### config.mk
export PLATFORM = sky130hd
export DESIGN_NAME = mem_arbiter_flat
export DESIGN_NICKNAME = d
export VERILOG_FILES = /design/src/rtl/mem_arbiter_pkg.sv /design/src/rtl/mem_arbiter_if.sv /design/src/rtl/mem_arbiter_arb.sv /design/src/rtl/mem_arbiter.sv /design/src/flat_wrapper.sv
export SDC_FILE = /design/constraint.sdc
export NUM_CORES = 1
export LEC_CHECK = 0
export CAP_MARGIN = 20
export CORE_MARGIN = 10
export CORE_UTILIZATION = 30
export CTS_CLUSTER_SIZE = 16
export DETAILED_ROUTE_END_ITERATION = 8
export GPL_TIMING_DRIVEN = 0
export PLACE_DENSITY_LB_ADDON = 0.12
export SYNTH_ARGS = -nofsm -noshare
export SYNTH_HDL_FRONTEND = slang
export SYNTH_SLANG_ARGS = --single-unit
### constraint.sdc
create_clock -name clock -period 5.3 [get_ports clock]
set_clock_uncertainty 0.1 [all_clocks]
set_input_delay 1.325 -clock clock [delete_from_list [all_inputs] [get_ports clock]]
set_output_delay 1.325 -clock clock [all_outputs]
set_load 0.01 [all_outputs]
### src/rtl/mem_arbiter_pkg.sv
// Shared types for the main-memory arbiter.
//   state_t   : transaction sequencer states (IDLE -> LO -> [HI] -> FIN)
//   req_id_t  : requester identity (CPU = 0, HOST = 1)
//   other_id  : the requester that is not the given one
//   assemble_rdata : builds the 16-bit read result from the captured bytes
package mem_arbiter_pkg;

  typedef enum logic [1:0] {
    ST_IDLE = 2'd0,
    ST_LO   = 2'd1,
    ST_HI   = 2'd2,
    ST_FIN  = 2'd3
  } state_t;

  typedef enum logic {
    REQ_CPU  = 1'b0,
    REQ_HOST = 1'b1
  } req_id_t;

  function automatic req_id_t other_id(input req_id_t id);
    return (id == REQ_HOST) ? REQ_CPU : REQ_HOST;
  endfunction

  // Word reads: lo captured earlier, hi arriving now. Byte reads: the byte
  // arriving now is the low byte and the high byte reads as zero.
  function automatic logic [15:0] assemble_rdata(input logic word,
                                                 input logic [7:0] lo,
                                                 input logic [7:0] arriving);
    return word ? {arriving, lo} : {8'h00, arriving};
  endfunction

endpackage

### src/rtl/mem_arbiter_if.sv
// Requester channel of the memory arbiter.
//   req/we/word/addr/wdata : driven by the requester, held stable until ack
//   ack                    : one-cycle completion pulse from the arbiter
//   rdata                  : read result, valid in the ack cycle
// master = requester side, slave = arbiter side.
interface mem_arbiter_if #(
  parameter int AW = 16
) ();

  logic          req;
  logic          we;
  logic          word;
  logic [AW-1:0] addr;
  logic [15:0]   wdata;
  logic          ack;
  logic [15:0]   rdata;

  modport master (
    output req, we, word, addr, wdata,
    input  ack, rdata
  );

  modport slave (
    input  req, we, word, addr, wdata,
    output ack, rdata
  );

endinterface

### src/rtl/mem_arbiter_arb.sv
// rr_arb2: two-way requester picker.
//   req[1:0]  : pending requests, index = req_id_t (0 CPU, 1 HOST)
//   prio_host : 1 -> host wins every tie; 0 -> tie goes to the one not granted last
//   advance   : a grant is being taken this cycle; records it as last_grant
//   grant     : combinational winner (meaningful only when req != 0)
// last_grant resets to HOST so the CPU wins the first tie.
import mem_arbiter_pkg::*;

module rr_arb2 (
  input  logic       clock,
  input  logic       reset_n,
  input  logic [1:0] req,
  input  logic       prio_host,
  input  logic       advance,
  output req_id_t    grant
);

  req_id_t last_grant;

  always_comb begin
    grant = REQ_CPU;
    if (req == 2'b11) begin
      grant = prio_host ? REQ_HOST : other_id(last_grant);
    end else if (req[1]) begin
      grant = REQ_HOST;
    end
  end

  always_ff @(posedge clock or negedge reset_n) begin
    if (!reset_n) begin
      last_grant <= REQ_HOST;
    end else if (advance) begin
      last_grant <= grant;
    end
  end

endmodule

### src/rtl/mem_arbiter.sv
// mem_arbiter: shares one byte-wide memory port between the CPU and the host
// loader/debug port. Word accesses run as two byte cycles, low byte at addr,
// high byte at addr+1 (AW-bit wrap).
//   clock, reset_n : clock (posedge) and asynchronous active-low reset
//   cpu, host      : requester channels (mem_arbiter_if.slave)
//   mem_ren/wen    : memory read/write strobes, never both high
//   mem_addr       : memory byte address, holds last value when idle
//   mem_wdata      : memory write byte, holds last value when idle
//   mem_rdata      : memory read byte, valid one cycle after mem_ren
//   busy           : sequencer not idle
//   gnt_host       : owner of the current/last transaction (0 = CPU)
// All outputs are registered.
import mem_arbiter_pkg::*;

module mem_arbiter #(
  parameter int          AW            = 16,
  parameter int unsigned HOST_PRIORITY = 0
) (
  input  logic            clock,
  input  logic            reset_n,
  mem_arbiter_if.slave    cpu,
  mem_arbiter_if.slave    host,
  output logic            mem_ren,
  output logic            mem_wen,
  output logic [AW-1:0]   mem_addr,
  output logic [7:0]      mem_wdata,
  input  logic [7:0]      mem_rdata,
  output logic            busy,
  output logic            gnt_host
);

  state_t        state;
  req_id_t       grant;
  logic          any_req;
  logic          advance;

  // Operands latched at grant time; requester changes after that are ignored.
  logic          op_we;
  logic          op_word;
  logic [AW-1:0] op_addr;
  logic [15:0]   op_wdata;
  logic [7:0]    rlo;
  logic [15:0]   rd_word;

  // Operands of the current winner, selected combinationally in IDLE.
  logic          sel_we;
  logic          sel_word;
  logic [AW-1:0] sel_addr;
  logic [15:0]   sel_wdata;

  assign any_req = cpu.req | host.req;
  assign advance = (state == ST_IDLE) && any_req;

  rr_arb2 u_arb (
    .clock     (clock),
    .reset_n   (reset_n),
    .req       ({host.req, cpu.req}),
    .prio_host (HOST_PRIORITY != 0),
    .advance   (advance),
    .grant     (grant)
  );

  always_comb begin
    sel_we    = cpu.we;
    sel_word  = cpu.word;
    sel_addr  = cpu.addr;
    sel_wdata = cpu.wdata;
    if (grant == REQ_HOST) begin
      sel_we    = host.we;
      sel_word  = host.word;
      sel_addr  = host.addr;
      sel_wdata = host.wdata;
    end
  end

  always_comb begin
    rd_word = assemble_rdata(op_word, rlo, mem_rdata);
  end

  // Strobes/address/data are set on the edge entering LO or HI so that they
  // are valid for the whole cycle the sequencer spends in that state.
  always_ff @(posedge clock or negedge reset_n) begin
    if (!reset_n) begin
      state      <= ST_IDLE;
      op_we      <= 1'b0;
      op_word    <= 1'b0;
      op_addr    <= '0;
      op_wdata   <= '0;
      rlo        <= '0;
      mem_ren    <= 1'b0;
      mem_wen    <= 1'b0;
      mem_addr   <= '0;
      mem_wdata  <= '0;
      busy       <= 1'b0;
      gnt_host   <= 1'b0;
      cpu.ack    <= 1'b0;
      cpu.rdata  <= '0;
      host.ack   <= 1'b0;
      host.rdata <= '0;
    end else begin
      cpu.ack  <= 1'b0;
      host.ack <= 1'b0;
      case (state)
        ST_IDLE: begin
          if (any_req) begin
            op_we     <= sel_we;
            op_word   <= sel_word;
            op_addr   <= sel_addr;
            op_wdata  <= sel_wdata;
            gnt_host  <= (grant == REQ_HOST);
            mem_addr  <= sel_addr;
            mem_wdata <= sel_wdata[7:0];
            mem_ren   <= ~sel_we;
            mem_wen   <= sel_we;
            busy      <= 1'b1;
            state     <= ST_LO;
          end
        end
        ST_LO: begin
          if (op_word) begin
            mem_addr  <= op_addr + AW'(1);
            mem_wdata <= op_wdata[15:8];
            state     <= ST_HI;
          end else begin
            mem_ren   <= 1'b0;
            mem_wen   <= 1'b0;
            state     <= ST_FIN;
          end
        end
        ST_HI: begin
          if (!op_we) begin
            rlo <= mem_rdata;
          end
          mem_ren <= 1'b0;
          mem_wen <= 1'b0;
          state   <= ST_FIN;
        end
        ST_FIN: begin
          if (gnt_host) begin
            host.ack <= 1'b1;
            if (!op_we) begin
              host.rdata <= rd_word;
            end
          end else begin
            cpu.ack <= 1'b1;
            if (!op_we) begin
              cpu.rdata <= rd_word;
            end
          end
          busy  <= 1'b0;
          state <= ST_IDLE;
        end
      endcase
    end
  end

endmodule
### src/flat_wrapper.sv
// flat-port wrapper written by rule: the top's interface ports become plain ports
module mem_arbiter_flat 
#(
  parameter int          AW            = 16,
  parameter int unsigned HOST_PRIORITY = 0
)
  (clock, reset_n, mem_ren, mem_wen, mem_addr, mem_wdata, mem_rdata, busy, gnt_host, cpu_req, cpu_we, cpu_word, cpu_addr, cpu_wdata, cpu_ack, cpu_rdata, host_req, host_we, host_word, host_addr, host_wdata, host_ack, host_rdata);
  mem_arbiter_if #(.AW(AW)) cpu_i ();
  mem_arbiter_if #(.AW(AW)) host_i ();
  input  logic clock;
  input  logic reset_n;
  output logic mem_ren;
  output logic mem_wen;
  output logic [AW-1:0] mem_addr;
  output logic [7:0] mem_wdata;
  input  logic [7:0] mem_rdata;
  output logic busy;
  output logic gnt_host;
  input wire logic [$bits(cpu_i.req)-1:0] cpu_req;
  input wire logic [$bits(cpu_i.we)-1:0] cpu_we;
  input wire logic [$bits(cpu_i.word)-1:0] cpu_word;
  input wire logic [$bits(cpu_i.addr)-1:0] cpu_addr;
  input wire logic [$bits(cpu_i.wdata)-1:0] cpu_wdata;
  output wire logic [$bits(cpu_i.ack)-1:0] cpu_ack;
  output wire logic [$bits(cpu_i.rdata)-1:0] cpu_rdata;
  input wire logic [$bits(host_i.req)-1:0] host_req;
  input wire logic [$bits(host_i.we)-1:0] host_we;
  input wire logic [$bits(host_i.word)-1:0] host_word;
  input wire logic [$bits(host_i.addr)-1:0] host_addr;
  input wire logic [$bits(host_i.wdata)-1:0] host_wdata;
  output wire logic [$bits(host_i.ack)-1:0] host_ack;
  output wire logic [$bits(host_i.rdata)-1:0] host_rdata;
  assign cpu_i.req = cpu_req;
  assign cpu_i.we = cpu_we;
  assign cpu_i.word = cpu_word;
  assign cpu_i.addr = cpu_addr;
  assign cpu_i.wdata = cpu_wdata;
  assign cpu_ack = cpu_i.ack;
  assign cpu_rdata = cpu_i.rdata;
  assign host_i.req = host_req;
  assign host_i.we = host_we;
  assign host_i.word = host_word;
  assign host_i.addr = host_addr;
  assign host_i.wdata = host_wdata;
  assign host_ack = host_i.ack;
  assign host_rdata = host_i.rdata;
  mem_arbiter #(.AW(AW), .HOST_PRIORITY(HOST_PRIORITY)) u_core (.clock(clock), .reset_n(reset_n), .cpu(cpu_i), .host(host_i), .mem_ren(mem_ren), .mem_wen(mem_wen), .mem_addr(mem_addr), .mem_wdata(mem_wdata), .mem_rdata(mem_rdata), .busy(busy), .gnt_host(gnt_host));
endmodule
== After elaboration in Yosys (flattened, before gate mapping) ==
Index checks and enable logic that the tools add are counted.
Operators by class
  bitwise gates (word level): 4
  muxes and demuxes: 28
  reduce and logical (&&, ||, !) cells: 12
  $add $sub $neg: 1
  eq/ne operators: 7
Operator list (number)
  $mux W16: 5
  $pmux W16 S2: 1
  $add A16 B1 Y16 const B: 1
  $mux W8: 2
  $pmux W8 S2: 1
  $mux W1: 14
  $reduce_and A3 Y1: 4
  $pmux W2 S4: 1
  $eq A2 B2 Y1 const B: 3
  $pmux W1 S3: 2
  $reduce_and A2 Y1: 3
  $ne A2 B1 Y1 const B: 2
  $reduce_bool A2 Y1: 2
  $not A1 Y1: 3
  $reduce_bool A3 Y1: 1
  $eq A2 B1 Y1 const B: 1
  $logic_not A2 Y1: 1
  $mux W2: 1
  $ne A2 B2 Y1 const B: 1
  $pmux W1 S2: 1
  $logic_and A1 B1 Y1: 1
  $or A1 B1 Y1: 1
Word-level totals
  output and inout port bits: 62
  bits of input ports: 80
  register bits after elaboration: 107

== Logic depth before layout (Yosys ltp) ==
  word-level depth: 6
  gate-level depth with buffers: 9
  mapped depth without buffers: 6

== Hierarchy ==
Synthesis repeated with hierarchy kept, for this count alone.
Unflattened totals
  cells, all modules: 467
  area total of the unflattened synthesis: 4674.5 um^2
By module, submodules not included
  mem_arbiter: cells an instance 461, area each 4615.7 um^2, instances 1
  rr_arb2: cells an instance 6, area each 58.8 um^2, instances 1

== Worst setup path after synthesis ==
Ideal clock, no wire load.
  kind: input-to-reg
  from: input host_req
  to: register u_core.mem_addr[0]
  setup time: 0.125 ns
  data arrival time: 2.312 ns
  data required time: 5.075 ns
  path slack: 2.764 ns
  path buffers: 1
  cell stages on the path: 5
  cells stage by stage: a21boi_4 > buf_6 > mux2i_1 > mux2i_1 > mux2_2
Between the ends
  cells in the longest elaborated chain, start to end: 5
  elaborated cells between the ends (all ways): 9
RTL lines
  from (decl): RTL line flat_wrapper.sv:26  | input wire logic [$bits(host_i.req)-1:0] host_req;
  $eq A2 B2 Y1 / $mux W1 (equally long branches): RTL line mem_arbiter_arb.sv:22, mem_arbiter_arb.sv:24
  $mux W1: RTL line mem_arbiter_arb.sv:22  | if (req == 2'b11) begin
  $mux W16: RTL line mem_arbiter.sv:68  | if (grant == REQ_HOST) begin
  $mux W16: RTL line mem_arbiter.sv:105  | if (any_req) begin
  $pmux W16 S2: RTL line mem_arbiter.sv:103  | case (state)
  to (signal assigned): RTL line mem_arbiter.sv:111  | mem_addr <= sel_addr;
  to (signal assigned): RTL line mem_arbiter.sv:121  | mem_addr <= op_addr + AW'(1);
  to (decl): RTL line mem_arbiter.sv:25  | output logic [AW-1:0] mem_addr,
Several ways; a longest one is shown, not always the timed one. The select of a mux whose other input is x is not followed.
A chain may end at the register's enable or synchronous reset.

== Worst setup path after layout ==
  from: input host_req
  to: register u_core.mem_addr[15]
The elaborated chain is that of the path after synthesis.

==> metrics <==
largest fanout on the critical path=10; number of non-filler instances in the completed layout=782; fin. max-slew vios=0; violation count after the first detailed-routing iteration=195; Setup-failing EPs final=0; Area contributors post-synth=dfrtp_1 (53%), mux2i_1 (9.3%), nand2_1 (7.6%); number of inserted filler cells in the final layout=1467; Placed Instance Area=0.006291 mm2; Worst setup SP type=input port; design area=0.006600 mm2; Bufs on Longest Clock Path=2; Synth Flop Type=dfrtp_1; number of instances on the worst hold path=2; total power of the final layout=0.003822 W; share of final-layout standard cells stronger than drive strength 1=0.09259; count of distinct cell types in the synthesized netlist=40; Tightest Hold Check Type=register to register; time the final worst path needs with I/O delays and setup=3.080 ns; FFs w/ async S/R, synth=1.000; total routing resource utilization after global routing=0.1330; kind of critical path=input port to register; pin slew with the least headroom to its limit=0.7194 ns; overall via count from detail_route=3735; crit path DAT=3.19 ns; CTS tree=yes; power density over the cells=579.1 mW/mm2; layout-stage area growth over the synthesis result=42.88%; Worst R2R Start=u_core.state[0]; first-pass GRT wire length=21490 um; Worst-path clk slew=0.07 ns; Post-DRT Antenna Nets=0; antenna violations before repair=0; global placement routability congestion=0.8167; total overflow reported by the global router=0; sequential fraction of the synthesis area=0.5366; hold wc startpoint=u_core.op_wdata[10]; f_max=324.6 MHz; average wire length per cell after detail routing=17.26 um; sink count of the clock tree=99; number of I/O port buffers=141; die area=0.02076 mm2; number of I/O pins=142; terminus of the critical flop-to-flop path=u_core.mem_addr[5]; post-cts hold buffer count=0; Inserted Clock Buffers=9; core occupancy in the finished layout=0.4358; minimum setup slack among reg-to-reg paths=3.07 ns; antenna cell count=0; portion of the clock cycle consumed by the worst path in the final layout=0.5812; gate count of the mapped netlist=436; insertion delay to the later sink of the worst-skew pair=0.35 ns; IR drop worst, VDD=207.3 uV; number of max-capacitance violations reported=0; normalized max-slew margin=0.5172; post-synthesis cell area=0.004619 mm2; area share of the largest cell type after synthesis=0.5309; height of the chip=144.1 um; chip width=144.1 um; #FFs+latches synth=99; number of global-route vias before repair=4058; HPWL reported at the end of detailed placement=10260 um; row cnt=45; count of synthesis-stage warnings from yosys=0; CTS H-tree depth=3; Cells after DPL=766; CP Data Required Time=5.41 ns; Mean Syn Cell Area=10.60 um2; static leakage=2.837 nW; root cell of the clock tree=clkbuf_16; hold path endpoint=u_core.op_wdata[10]; run status=finished, final reports clean; largest area contributor in the netlist=dfrtp_1; EDFF count, synth=0; post-DR vias/cell=4.776; synthesized netlist net count=522; unrepaired setup endpoints after global routing=no; router iterations before antenna repair=4; hold violation count in the final report=0; final routed wirelength across all metal layers=13500 um; number of setup buffers added after CTS=0; drc violations=0; Worst Hold Slack=0.3804 ns; post-layout net count=675; initial core utilization=0.3050; maximum number of pins on one net before global-route repair=56; Placeable Area=0.01515 mm2; critical path endpoint category=register; Gates resized, CTS repair=0; number of cells on the worst reg-to-reg path=8
[per-layer routing]
| layer | wire length [um] | track usage |
|---|---|---|
| met1 | 6141 | 0.1632 |
| met4 | 122 | 0.04782 |
| met2 | 6291 | 0.2119 |
| met3 | 946 | 0.04592 |
| met5 | 0 | 0 |
[worst max-delay path by stage]
stage | startpoint | to | slack (ns)
detailed placement | host_req | u_core.mem_addr[15] | 1.77
CTS | host_req | u_core.mem_addr[15] | 2.17
floorplan | host_req | u_core.mem_addr[0] | 2.76
global route | cpu_req | u_core.op_addr[14] | 2.04
global placement | reset_n | u_core.cpu.rdata[14] | -1.03
finish | host_req | u_core.mem_addr[15] | 2.22
[cells in the final DEF, fill, tap and decap left out, types with 2 or more instances in the layout]
cell type        synthesis  final
nor2b_1                  2      2
buf_6                    6      6
clkbuf_16                0      9
xnor2_1                 11     11
nor4_1                   3      3
o21ai_2                  2      2
o31ai_1                  2      2
clkbuf_1                13     13
inv_1                    6      6
nand2b_1                 3      3
a22o_1                   2      2
clkinv_4                 0      3
buf_4                    3      4
buf_2                    2      2
xor2_1                   3      3
nand4_1                  2      2
dfrtp_1                 98     98
nand3_1                  7      7
o21ai_1                  7      7
a211oi_1                 2      2
a21oi_1                  2      2
ha_1                     6      6
clkdlybuf4s50_1          0    140
a21o_1                   2      2
mux2_2                  19     19
o221ai_1                11     11
o21ai_0                 63     63
mux2i_1                 43     43
nor3_1                   4      4
nor2_1                   7      7
nand2_1                 93     93
[through the flow]
step | worst slack, ns | setup TNS (ns)
global placement | -1.033 | -100.44
CTS | 2.173 | 0
finish | 2.220 | 0
detailed placement | 1.773 | 0
global route | 2.038 | 0
floorplan | 2.764 | 0
[registers in the layout, summed over array words and instances, names as in the netlist]
register                 count
u_core.gnt_host              1
u_core.host.ack              1
u_core.op_word               1
u_core.mem_wdata             8
u_core.mem_addr             16
u_core.cpu.ack               1
u_core.op_wdata              8
u_core.host.rdata           16
u_core.busy                  1
u_core.op_we                 1
u_core.u_arb.last_grant      1
u_core.state                 2
u_core.mem_wen               1
u_core.cpu.rdata            16
u_core.mem_ren               1
u_core.rlo                   8
u_core.op_addr              16
[report_power, final]
part           total (W)  internal (W)  switching, W
sequential       0.00137       0.00113      0.000248
clock           0.000679      0.000374      0.000305
combinational    0.00177      0.000889      0.000879
[cells by family after synthesis]
kind of cell               share of synthesized area
and+or+nand+nor                               0.1189
DFF                                           0.5366
adders and majority gates                    0.01625
AOI/OAI and AO/OA                             0.1232
xor gates and xnor gates                     0.02654
muxes                                         0.1395
buffers and inverters                        0.03900
[layout make-up]
class	instances	area (um2)	share of cell area
plain buffers	26	157.7	0.02389
flip-flops and latches	99	2479	0.3755
well taps	188	235.2	0.03564
clock inverters	7	83.83	0.01270
repair buffers	142	1436	0.2176
multi-input cells	305	1961	0.2971
inverters	6	22.52	0.003412
clock buffers	9	225.2	0.03412
[Yosys cell counts (2+ instances only)]
library cell	count
nand2b_1	3
o31ai_1	2
o221ai_1	11
nor4_1	3
dfrtp_1	98
buf_2	2
ha_1	6
o21ai_2	2
nor2b_1	2
xnor2_1	11
a22o_1	2
nand3_1	7
mux2i_1	43
buf_4	3
mux2_2	19
o21ai_1	7
xor2_1	3
a211oi_1	2
nand4_1	2
o21ai_0	63
clkbuf_1	13
a21oi_1	2
inv_1	6
nor2_1	7
nand2_1	93
nor3_1	4
a21o_1	2
buf_6	6
[critical path, stage by stage]
cell and delay (ns):
clkdlybuf4s50_1 0.56, a21boi_4 0.37, buf_6 0.24, buf_6 0.21, mux2i_1 0.31, o221ai_1 0.17
Power figures use the tool's default switching activity.
==> variant 1 (same flow settings) <==
Make the reset (`reset_n`) synchronous in 2 clocked blocks. Comments in the files are not updated.
--- a/src/rtl/mem_arbiter_arb.sv
+++ b/src/rtl/mem_arbiter_arb.sv
@@ -27,5 +27,5 @@
   end
 
-  always_ff @(posedge clock or negedge reset_n) begin
+  always_ff @(posedge clock) begin
     if (!reset_n) begin
       last_grant <= REQ_HOST;
--- a/src/rtl/mem_arbiter.sv
+++ b/src/rtl/mem_arbiter.sv
@@ -80,5 +80,5 @@
   // Strobes/address/data are set on the edge entering LO or HI so that they
   // are valid for the whole cycle the sequencer spends in that state.
-  always_ff @(posedge clock or negedge reset_n) begin
+  always_ff @(posedge clock) begin
     if (!reset_n) begin
       state      <= ST_IDLE;
Behaviour: differs if reset_n is asserted again (counterexample within 4 cycles, from zero or initial values and one cycle with reset_n low); with reset_n held inactive, the same outputs for 10 cycles.
==> variant 1 against the original RTL <==
Final area down 1.6%. Sequential power down 22%. Area after synthesis down 1.7%. Power down 22%. Core utilization up 0.63 points. Routed wire length up 20%. Critical endpoint is now u_core.mem_ren. Worst hold slack worse by 0.022 ns. Worst setup slack worse by 0.056 ns. Sequential cell count unchanged.
==> variant 1: results (changes against the original RTL) <==
Status -> complete, no violations
Total core area -> 14,700 sq um (-2.9%)
First-pass GRT wire length -> 25,000 microns (+16%)
Crit Path Max Fanout -> 9 (-1)
Number of I/O port buffers -> 140 (-0.71%)
Inverters -> 7 (+1)
Sequential share of cell area -> 0.305 (-0.0705)
Critical Path Max Stage Delay -> 0.58 ns (+0.02 ns)
Avg Inst Size Synth -> 9.01 sq um (-15%)
Clk cell area share -> 0.0501 (+0.00324)
Post-synthesis sequential area ratio -> 0.436 (-0.100)
# placed instances -> 828 (+8.1%)
Peak VDD IR -> 0.218 mV (+5.2%)
Mux cell area share after synthesis -> 0.137 (-0.00226)
Static Leakage -> 2.31 nW (-19%)
Number of global-route vias before repair -> 4,468 (+10%)
Via density -> 5.17 (+8.2%)
Asr flop ratio synth -> 0 (-1.00)
Gpl congestion -> 0.863 (+5.7%)
Area of the multi-input gates -> 2310 sq um (+18%)
Comb_multi_in -> 352 (+15%)
Largest net degree at the start of global routing -> 18 (-68%)
Yosys cell types -> 52 (+30%)
Met1 usage -> 0.181 (+0.0179)
Met3 GRT Util -> 0.0514 (+0.00549)
Synth Net Count -> 589 (+13%)
Synth area leaders -> dfxtp_1 (44%), mux2i_1 (11%), a211oi_1 (7.4%)
Worst slack at placement -> 1.76 ns (-0.0169 ns)
Area growth, synth to finish -> 43.1%
Count of plain and timing-repair buffers in the layout -> 186 (+11%)
Post-synthesis compound-gate area fraction -> 0.182 (+0.0586)
Met2 Use GR -> 0.270 (+0.0578)
DP Area -> 6170 sq um (-1.9%)
Layout cells sized above 1 -> 0.0803 (-0.0123)
-- variant 1: critical path: cells and delay by family --
kind / cells / cell delay (ns)
buffers and inverters: 2 / 0.82
and+or+nand+nor: 1 / 0.47
muxes: 1 / 0.35
AOI/OAI and AO/OA: 2 / 0.34
-- variant 1: path summary, 6_finish.rpt --
path                       start             endpoint  slack (ns)  depth (start not counted)
max                     host_req       u_core.mem_ren        2.16                          6
min          u_core.cpu.rdata[8]  u_core.cpu.rdata[8]        0.36                          2
max reg2reg      u_core.state[1]   u_core.mem_addr[6]        3.10                          7
min reg2reg  u_core.cpu.rdata[8]  u_core.cpu.rdata[8]        0.36                          2
-- variant 1: routing by layer --
metal,up-vias,part of all wire
li1,2135,-
met1,2075,0.42
met2,134,0.49
met3,17,0.075
met4,0,0.017
met5,-,0
-- variant 1: where the power goes --
part           switching, mW  internal, mW
combinational          0.644         0.540
clock                  0.298         0.417
sequential             0.140         0.932
==> variant 2 (same flow settings) <==
Without the edit above. `AW` is set to 16 in 3 places; all go to 17.
--- a/src/rtl/mem_arbiter_if.sv
+++ b/src/rtl/mem_arbiter_if.sv
@@ -5,5 +5,5 @@
 // master = requester side, slave = arbiter side.
 interface mem_arbiter_if #(
-  parameter int AW = 16
+  parameter int AW = 17
 ) ();
 
--- a/src/rtl/mem_arbiter.sv
+++ b/src/rtl/mem_arbiter.sv
@@ -14,5 +14,5 @@
 
 module mem_arbiter #(
-  parameter int          AW            = 16,
+  parameter int          AW            = 17,
   parameter int unsigned HOST_PRIORITY = 0
 ) (
--- a/src/flat_wrapper.sv
+++ b/src/flat_wrapper.sv
@@ -2,5 +2,5 @@
 module mem_arbiter_flat 
 #(
-  parameter int          AW            = 16,
+  parameter int          AW            = 17,
   parameter int unsigned HOST_PRIORITY = 0
 )
Ports: changed (resized cpu_addr, host_addr and mem_addr); port bits go from 142 to 145. The function was not compared with the original's and may differ.
==> variant 2 against the original RTL <==
Final area up 3.1%. Power is 3.1% higher. First-iteration DRC count grew 5.6%. Largest cell class unchanged. Area after synthesis is 3.5% higher. Highest routed layer unchanged. Largest power group unchanged. Sequential cell count rose by 2. Routed wire length rose by 6.6%. Worst setup slack better by 0.0062 ns. Synthesized cell count grew 4.8%. Combinational power is 6% higher.
==> variant 2: results (changes against the original RTL) <==
Status -> complete, no violations
Worst r2r dst -> u_core.mem_addr[14]
Nets -> 701 (+3.9%)
Root Buffer -> clkbuf_16
CTS Buffer Depth -> 2 (unchanged)
Number of buffers created by CTS -> 9 (unchanged)
Initial antenna violation count -> 0 (unchanged)
Post-DP HPWL -> 10,900 microns (+6.7%)
Arrival time worst endpoint -> 3.22 ns (+0.03 ns)
First-pass GRT wire length -> 23,200 microns (+8.0%)
Crit Reg-Reg Startpoint -> u_core.state[0]
Asr flop ratio synth -> 1.00 (unchanged)
Final Instance Count excl. Fillers -> 834 (+6.6%)
Post-CTS Setup Bufs -> 0 (unchanged)
Final hold slack -> 0.379 ns (-0.00189 ns)
Avg Inst Size Synth -> 10.5 sq um (-1.3%)
DP Area -> 6520 sq um (+3.6%)
Largest registers -> u_core.mem_addr (17), u_core.op_addr (17)
Yosys top cell by area -> dfrtp_1
Synth area leaders -> dfrtp_1 (52%), mux2i_1 (9.8%), o21ai_0 (7.6%)
First drt pass iteration count -> 4 (unchanged)
Number of global-route vias before repair -> 4,244 (+4.6%)
Clk Latency, worst-skew pair -> 0.36 ns
FILL cells -> 1,569 (+7.0%)
Worst slack at placement -> 1.87 ns (+0.0923 ns)
Layout cells sized above 1 -> 0.0841 (-0.00845)
Internal -> 2.44 mW (+2.1%)
Gpl congestion -> 0.804 (-1.6%)
Hold path startpoint -> u_core.host.rdata[13]
Largest net degree at the start of global routing -> 61 (+8.9%)
Flop2flop setup slack -> 2.93 ns (-0.14 ns)
Worst hold path class -> reg2reg
Antenna Cells -> 0 (unchanged)
Crit Path Max Fanout -> 10 (unchanged)
H-tree Lvls -> 3 (unchanged)
Hold Path Stages -> 2 (unchanged)
Peak VDD IR -> 0.205 mV (-1.3%)
Static Leakage -> 2.84 nW (+0.14%)
Hold endpoint -> u_core.host.rdata[13]
Total GRT Usage -> 0.136 (+0.00297)
Number of I/O port buffers -> 144 (+2.1%)
Reg2Reg Depth -> 6 (-2)
Post_cts resized -> 0 (unchanged)
WL final -> 14,400 microns (+6.6%)
Clock Pin Slew Worst Setup and Hold Paths -> 0.07 ns (about the same)
Synth Net Count -> 545 (+4.4%)
YS warnings -> 0 (unchanged)
List of most frequent post-synthesis cells -> dfrtp_1 (100), nand2_1 (95), o21ai_0 (73)
# placed instances -> 818 (+6.8%)
Via density -> 4.74 (-0.74%)
Post-synthesis sequential area ratio -> 0.529 (-0.00765)
Number of DRC markers in iteration 0 -> 206 (+5.6%)
Yosys cell types -> 40 (unchanged)
Slew HR -> 0.595 (+0.0782)
variant 2: cell types whose count changed in the layout (fill, tap and decap cells not counted), moves of 3 or more:
cell and change:
o21ai_1 -5, clkdlybuf4s50_1 +3, o211ai_1 +3, o221ai_1 -3, nor3b_1 +3, nor4_1 +3, nand4_1 +4, o21ai_0 +10
mux2i_1 +4, mux2_4 +3, clkbuf_1 +5
variant 2: kinds of logic (layout without fill, tap and decap cells):
group | Yosys count | after routing | share of synthesized area
AND/OR/NAND/NOR | 141 | 141 | 0.135
flip-flops | 101 | 101 | 0.529
AO/OA/AOI/OAI | 95 | 95 | 0.113
multiplexers | 68 | 68 | 0.150
buffers and inverters | 34 | 195 | 0.0353
XOR/XNOR | 12 | 12 | 0.0220
adder cells (fa/ha/maj) | 6 | 6 | 0.0157
variant 2: final cells by class:
type	count	area [sq um]	share of cell area
buffer	27	143	0.0210
clock buffer	10	239	0.0351
clock inverter	6	46.3	0.00681
inverter	7	26.3	0.00386
multi-input combinational	322	2080	0.306
sequential	101	2530	0.372
tap	216	270	0.0397
timing repair buffer	145	1470	0.216
variant 2: power by group through the flow:
stage | logic, mW | clock network, mW | registers [mW]
after floorplan | 0.944 | 0 | 1.49
after global placement | 1.88 | 0 | 1.43
after detailed placement | 1.92 | 0 | 1.43
after CTS | 1.92 | 0.661 | 1.42
after global routing | 2.09 | 0.690 | 1.48
final | 1.88 | 0.641 | 1.42
variant 2: how the worst max path moves through the flow:
| stage | start | end | slack, ns | cells after the start |
|---|---|---|---|---|
| global route | host_req | u_core.op_addr[10] | 2.02 | 6 |
| CTS | host_req | u_core.mem_wdata[6] | 2.22 | 7 |
| finish | host_req | u_core.mem_wdata[6] | 2.23 | 7 |
| global placement | reset_n | u_core.mem_ren | -1.14 | 1 |
| detailed placement | host_req | u_core.mem_wdata[6] | 1.87 | 7 |
| floorplan | host_req | u_core.mem_wdata[4] | 2.70 | 5 |
variant 2: critical path, cell delays in order:
cell             delay (ns)
clkdlybuf4s50_1        0.58
a21boi_1               0.19
buf_4                  0.24
buf_6                  0.21
mux2i_1                0.26
o21ai_0                0.11
mux2_4                 0.29
variant 2: metal layers:
layer | track usage | wire length [microns] | up-vias
met5 | 0 | 0 | -
met4 | 0.0480 | 196 | 0
met3 | 0.0541 | 1190 | 15
met2 | 0.207 | 6450 | 139
met1 | 0.171 | 6560 | 1887
li1 | - | - | 1913
variant 2: through the flow:
stage                     power [mW]  utilization
after detailed placement        3.35        0.413
after global routing            4.26        0.431
after global placement          3.31        0.412
after floorplan                 2.43            -
after CTS                       4.01        0.431
final                           3.94        0.431
